`src/rtl/reg_file_mp.sv`:
```
// Multi-port integer register file: two async read ports, two prioritised write
// ports, optional same-cycle forwarding and a per-register busy scoreboard.
module reg_file_mp #(
  parameter int XLEN   = 32,
  parameter int AW     = 5,
  parameter int BYPASS = 1
) (
  input  logic            clk,
  input  logic            rst,
  input  logic [AW-1:0]   ra1,
  input  logic [AW-1:0]   ra2,
  output logic [XLEN-1:0] rd1,
  output logic [XLEN-1:0] rd2,
  output logic            busy1,
  output logic            busy2,
  input  logic            we0,
  input  logic [AW-1:0]   wa0,
  input  logic [XLEN-1:0] wd0,
  input  logic            we1,
  input  logic [AW-1:0]   wa1,
  input  logic [XLEN-1:0] wd1,
  input  logic            iss_en,
  input  logic [AW-1:0]   iss_rd,
  input  logic            wb_clr0,
  input  logic            wb_clr1
);

  localparam int NREG = 1 << AW;

  // No handshake on any port: every input is consumed on the clock edge it is
  // presented and every output is valid combinationally; there is no backpressure.

  logic [XLEN-1:0] regs_q [NREG];
  logic [NREG-1:0] busy_q;
  logic [NREG-1:0] busy_d;

  logic wr0_act, wr1_act, clr0_act, clr1_act, set_act;

  assign wr0_act  = we0 && (wa0 != '0);
  assign wr1_act  = we1 && (wa1 != '0);
  assign clr0_act = wr0_act && wb_clr0;
  assign clr1_act = wr1_act && wb_clr1;
  assign set_act  = iss_en && (iss_rd != '0);

  // Set is applied after the clears so a newly issued producer supersedes a completing one.
  always_comb begin
    busy_d = busy_q;
    if (clr0_act) busy_d[wa0] = 1'b0;
    if (clr1_act) busy_d[wa1] = 1'b0;
    if (set_act)  busy_d[iss_rd] = 1'b1;
    busy_d[0] = 1'b0;
  end

  always_ff @(posedge clk) begin
    if (rst) begin
      for (int i = 0; i < NREG; i++) regs_q[i] <= '0;
      busy_q <= '0;
    end else begin
      if (wr0_act) regs_q[wa0] <= wd0;
      // Port 1 is assigned last so it wins a same-address collision.
      if (wr1_act) regs_q[wa1] <= wd1;
      busy_q <= busy_d;
    end
  end

  function automatic logic [XLEN-1:0] read_data(input logic [AW-1:0] ra);
    logic [XLEN-1:0] d;
    d = regs_q[ra];
    if (BYPASS != 0) begin
      if (wr0_act && (wa0 == ra)) d = wd0;
      if (wr1_act && (wa1 == ra)) d = wd1;
    end
    if (ra == '0) d = '0;
    return d;
  endfunction

  function automatic logic read_busy(input logic [AW-1:0] ra);
    logic b;
    b = busy_q[ra];
    if (BYPASS != 0) begin
      if (((clr0_act && (wa0 == ra)) || (clr1_act && (wa1 == ra))) &&
          !(set_act && (iss_rd == ra)))
        b = 1'b0;
    end
    if (ra == '0) b = 1'b0;
    return b;
  endfunction

  always_comb begin
    rd1   = read_data(ra1);
    rd2   = read_data(ra2);
    busy1 = read_busy(ra1);
    busy2 = read_busy(ra2);
  end

endmodule
```
`config.mk`:
```
export PLATFORM = sky130hd
export DESIGN_NAME = reg_file_mp
export DESIGN_NICKNAME = d
export VERILOG_FILES = /design/src/rtl/reg_file_mp.sv
export SDC_FILE = /design/constraint.sdc
export NUM_CORES = 2
export LEC_CHECK = 0
export CAP_MARGIN = 30
export CORE_ASPECT_RATIO = 1.4
export CORE_MARGIN = 2
export CORE_UTILIZATION = 55
export CTS_BUF_LIST = sky130_fd_sc_hd__clkbuf_2
export DETAILED_ROUTE_END_ITERATION = 10
export HOLD_SLACK_MARGIN = 0.08
export PLACE_DENSITY = 0.71
export REMOVE_ABC_BUFFERS = 1
export SLEW_MARGIN = 10
export SYNTH_ARGS = -nofsm -noshare
export SYNTH_HDL_FRONTEND = slang
export SYNTH_SLANG_ARGS = --single-unit
```
`constraint.sdc`:
```
create_clock -name clk -period 4.1 [get_ports clk]
set_input_delay 0.41 -clock clk [delete_from_list [all_inputs] [get_ports clk]]
set_output_delay 0.41 -clock clk [all_outputs]
set_load 0.01 [all_outputs]
```
=== After elaboration in Yosys (flattened, before gate mapping) ===
Memory sizes are Yosys's and may differ from the RTL's.
Cells that the tools add are included.

* Eq/ne operators: 6
* Multiplexer cells: 37
* Reductions and logical operators: 31
* Bitwise logic cells: 5
* Order comparisons: 8

{| class="wikitable"
|+ Operators with widths
! operator !! number
|-
| $mux W32 || 11
|-
| $and A32 B32 Y32 || 2
|-
| $not A32 Y32 || 2
|-
| $reduce_or A32 Y1 || 2
|-
| $or A32 B32 Y32 || 1
|-
| $eq A5 B5 Y1 || 6
|-
| $lt A5 B6 Y1 const B || 5
|-
| $logic_and A1 B1 Y1 || 20
|-
| $mux W1 || 19
|-
| $demux W1 S5 || 3
|-
| $ge A5 B1 Y1 const B || 3
|-
| $reduce_bool A5 Y1 || 3
|-
| $bmux W1 S5 || 2
|-
| $logic_not A5 Y1 || 2
|-
| $mux W5 || 2
|-
| $logic_not A1 Y1 || 2
|-
| $logic_or A1 B1 Y1 || 2
|}

* Flip-flop bits (word level): 32
* Input bits: 96
* Bits in writable memories: 1024
* Output and inout bits: 66
* Memories kept: 1

{| class="wikitable"
|+ Memories
! memory !! words !! width !! read ports !! clocked after Yosys merged registers in !! write ports !! line !! RTL
|-
| regs_q || 32 || 32 || 2 || 0 || 32 || 33 || <nowiki>logic [XLEN-1:0] regs_q [NREG];</nowiki>
|}

=== Longest topological paths before layout ===
* Depth in word-level cells: 11
* Gate-level depth with buffers: 9

=== Least setup slack after synthesis ===
No wires, ideal clock.

* Path type: input-to-reg
* Start point: in wa1[2]
* End point: mem regs_q[24][0] (enable)
* Cell stages on the path: 6
* Setup slack: 1.340 ns
* Setup time: 0.396 ns
* Required time: 3.704 ns
* Arrival: 2.364 ns
* Cell sequence: clkbuf_1 > buf_2 > or2_2 > buf_2 > nor2_1 > a311o_1

{| class="wikitable"
|+ RTL lines
! element !! line !! RTL
|-
| start, declared || 20 || <nowiki>input logic [AW-1:0] wa1,</nowiki>
|-
| end, declared || 33 ||
|}

==> flow_summary.json <==
{
  "rows": 145,
  "drive_gt1_share_pct": 30.8,
  "dieArea_mm2": 0.115,
  "synth_edf_count": 1024,
  "syn-cell-area_mm2": 0.0619,
  "cp_slowest_cell": "mux4_2",
  "drt_iter0_markers": 8083,
  "drv_slew": 0,
  "grt.overflow.total": 0,
  "crit_path_end_kind": "output pin",
  "cts_tree": "yes",
  "fmax_ghz": 0.242,
  "yosys_register_bits": 1055,
  "leakage_nw": 25.1,
  "worst_hold_slack_ps": 163,
  "ant_nets": 0,
  "antenna_found_initial": 6,
  "grt_pass1_vias": 51000,
  "clkSinkCount": 1055,
  "yosys_most_used_dff": "edfxtp_1",
  "route.detailed.drc": 0,
  "busiest_layer": "met2",
  "outcome": "complete, but fails checks",
  "synth_top_cell_area_share_pct": 49.7,
  "numCtsBuffers": 241,
  "worst-slew-pin-transition_ps": 1220,
  "met2_usage_pct": 64.9,
  "port_buffers": 161,
  "htreeDepth": 4,
  "fin_crit_sh_pct": 101,
  "synthArstFlopShare_pct": 0,
  "mostFrequentLayoutCell": "a22o_1",
  "via_per_inst": 7.94,
  "avgSynthCellArea_um2": 13.8,
  "root_buffer": "clkbuf_2",
  "num_vias": 50800,
  "arrival_ps": 3730,
  "rsz0062_at_grt": "true",
  "grt_use_total_pct": 44.0,
  "ir_drop_mv": 0.308,
  "path_class": "flop to output pin",
  "min_path_type": "input pin to flop",
  "path_clk_slew_ps": 130,
  "rr_worst_depth": 3,
  "place_congestion": 0.971,
  "yosysSeqAreaShare_pct": 50.7,
  "placed_cell_area_mm2": 0.0668,
  "cp_data_required_time_ps": 3690,
  "worstPathCellList": "mux4_2 > nor3_4 > o21ai_1 > o21ai_2 > o311ai_2 > buf_2",
  "yosys_warnings": 0,
  "drt_first_pass_iters": 6,
  "violations": "negative setup slack",
  "dieWidth_um": 288,
  "insertion_delay_ps": 1730,
  "synth_top_area_cell": "edfxtp_1",
  "area_growth_pct": 15.2,
  "clockBufferDepth": 3,
  "fin_nets": 4826,
  "hold_viol": 0,
  "grt_max_degree": 78,
  "finalCriticalPeriod_ps": 4140,
  "setup_ws_ps": -38.9,
  "max_slew_margin_pct": 18.7,
  "io_pins": 162,
  "dieHeight_um": 401,
  "finalSetupViolCount": 4,
  "layout_common_cells": "a22o_1 (1054), edfxtp_1 (1024), mux4_2 (398), clkbuf_2 (342), buf_4 (286)",
  "hold_depth": 3,
  "grt_pass1_wl_um": 356000,
  "grt_use_met1_pct": 49.9,
  "avgRoutedWirePerCell_um": 39.9,
  "yosys-top-cells-area": "edfxtp_1 (50%), a22o_1 (15%), mux4_2 (14%)",
  "hpwl_um": 154000,
  "synth_cell_types": 63,
  "design_area_mm2": 0.0713,
  "drv_cap": 0,
  "wirelength_um": 255000,
  "initial_utilization_pct": 55.5,
  "slowest_delay_ps": 530,
  "cp-start-kind": "flop",
  "crit_fanout": 2,
  "use_met3_pct": 16.7,
  "finalClockSkew_ps": 0,
  "power.density_mw_per_mm2": 339,
  "netlist_instances": 4487,
  "core-area_mm2": 0.112
}
==> metal layers <==
layer | up-vias | routed length [um]
met1 | 24900 | 76000
met4 | 7 | 26600
met2 | 5058 | 113000
met5 | - | 212
met3 | 1449 | 39300
li1 | 19400 | -
==> registers in the layout, indices dropped and copies added (netlist names) <==
name,cells
busy_q,31
regs_q,1024
==> critical path, delay by kind of cell (launching register included) <==
kind | cells | cell delay [ps]
multiplexers | 1 | 530
buffers and inverters | 1 | 170
AND/OR/NAND/NOR | 1 | 400
flip-flops | 1 | 460
AO/OA/AOI/OAI | 3 | 380
==> cell families (layout without fill, tap and decap cells) <==
group	Yosys count	in the layout	share of synthesized area [%]
other	1	39	0.00606
muxes	724	724	19.8
DFF	1055	1055	50.7
AOI/OAI and AO/OA	1523	1523	21.1
buffers and inverters	737	1142	4.88
and+or+nand+nor	417	417	3.20
xor gates and xnor gates	30	30	0.424
==> worst paths after layout <==
check	slack [ps]	to	start
hold / removal	160	regs_q[21][23]$_DFFE_PP_	wd1[23]
setup reg to reg	2770	busy_q[20]$_SDFF_PP0_	busy_q[20]$_SDFF_PP0_
setup / recovery	-40	rd2[30]	regs_q[14][30]$_DFFE_PP_
hold reg to reg	500	busy_q[5]$_SDFF_PP0_	busy_q[5]$_SDFF_PP0_
==> through the flow <==
stage	setup WS, ps	instances	util [%]	setup TNS, ps	power [mW]
floorplan	-49.4	3829	-	-642	14.7
global placement	335	5825	59.8	0	16.9
detailed placement	361	5826	59.8	0	17.0
CTS	-149	6394	63.7	-818	23.9
global route	-146	6397	63.9	-1850	24.8
finish	-38.9	6400	63.9	-73.9	24.2
==> what timing repair did <==
item / 4_1_cts / 5_1_grt
pin swaps: 69 / 54
resized for setup: 476 / 68
hold endpoints to repair: 1238 / 0
setup buffers: 1 / 0
setup endpoints to repair: 66 / 51
hold buffers: 131 / 0
cloned: 0 / 0
==> Yosys cell counts, drive strengths merged, types with 14 or more instances <==
master   instances
a211o           63
a22o          1055
a22oi           32
buf            208
clkbuf         481
dfxtp           31
edfxtp        1024
inv             48
mux2i          324
mux4           398
nand2          157
nand3           18
nor2            94
nor2b           14
nor3            47
o2111ai         62
o21ai           69
o221ai          63
o22a            62
o22ai           79
o32ai           14
or3             30
xnor2           22
==> final cells by class <==
cell class / instances / area, um^2
repair buffers: 658 / 6330
clock buffers: 331 / 1660
inverters: 48 / 180
clock inverters: 105 / 559
well taps: 1470 / 1840
fillers: 8207 / 40200
multi-input cells: 2726 / 29400
diodes: 7 / 17.5
flip-flops and latches: 1055 / 31400
==> where the power goes <==
group	leakage, nW	internal [mW]	switching [mW]
Sequential	10.0	12.4	0.315
Combinational	13.4	1.84	2.66
Clock	1.65	2.50	4.46
Note: power is estimated with default switching activity, not from simulation.
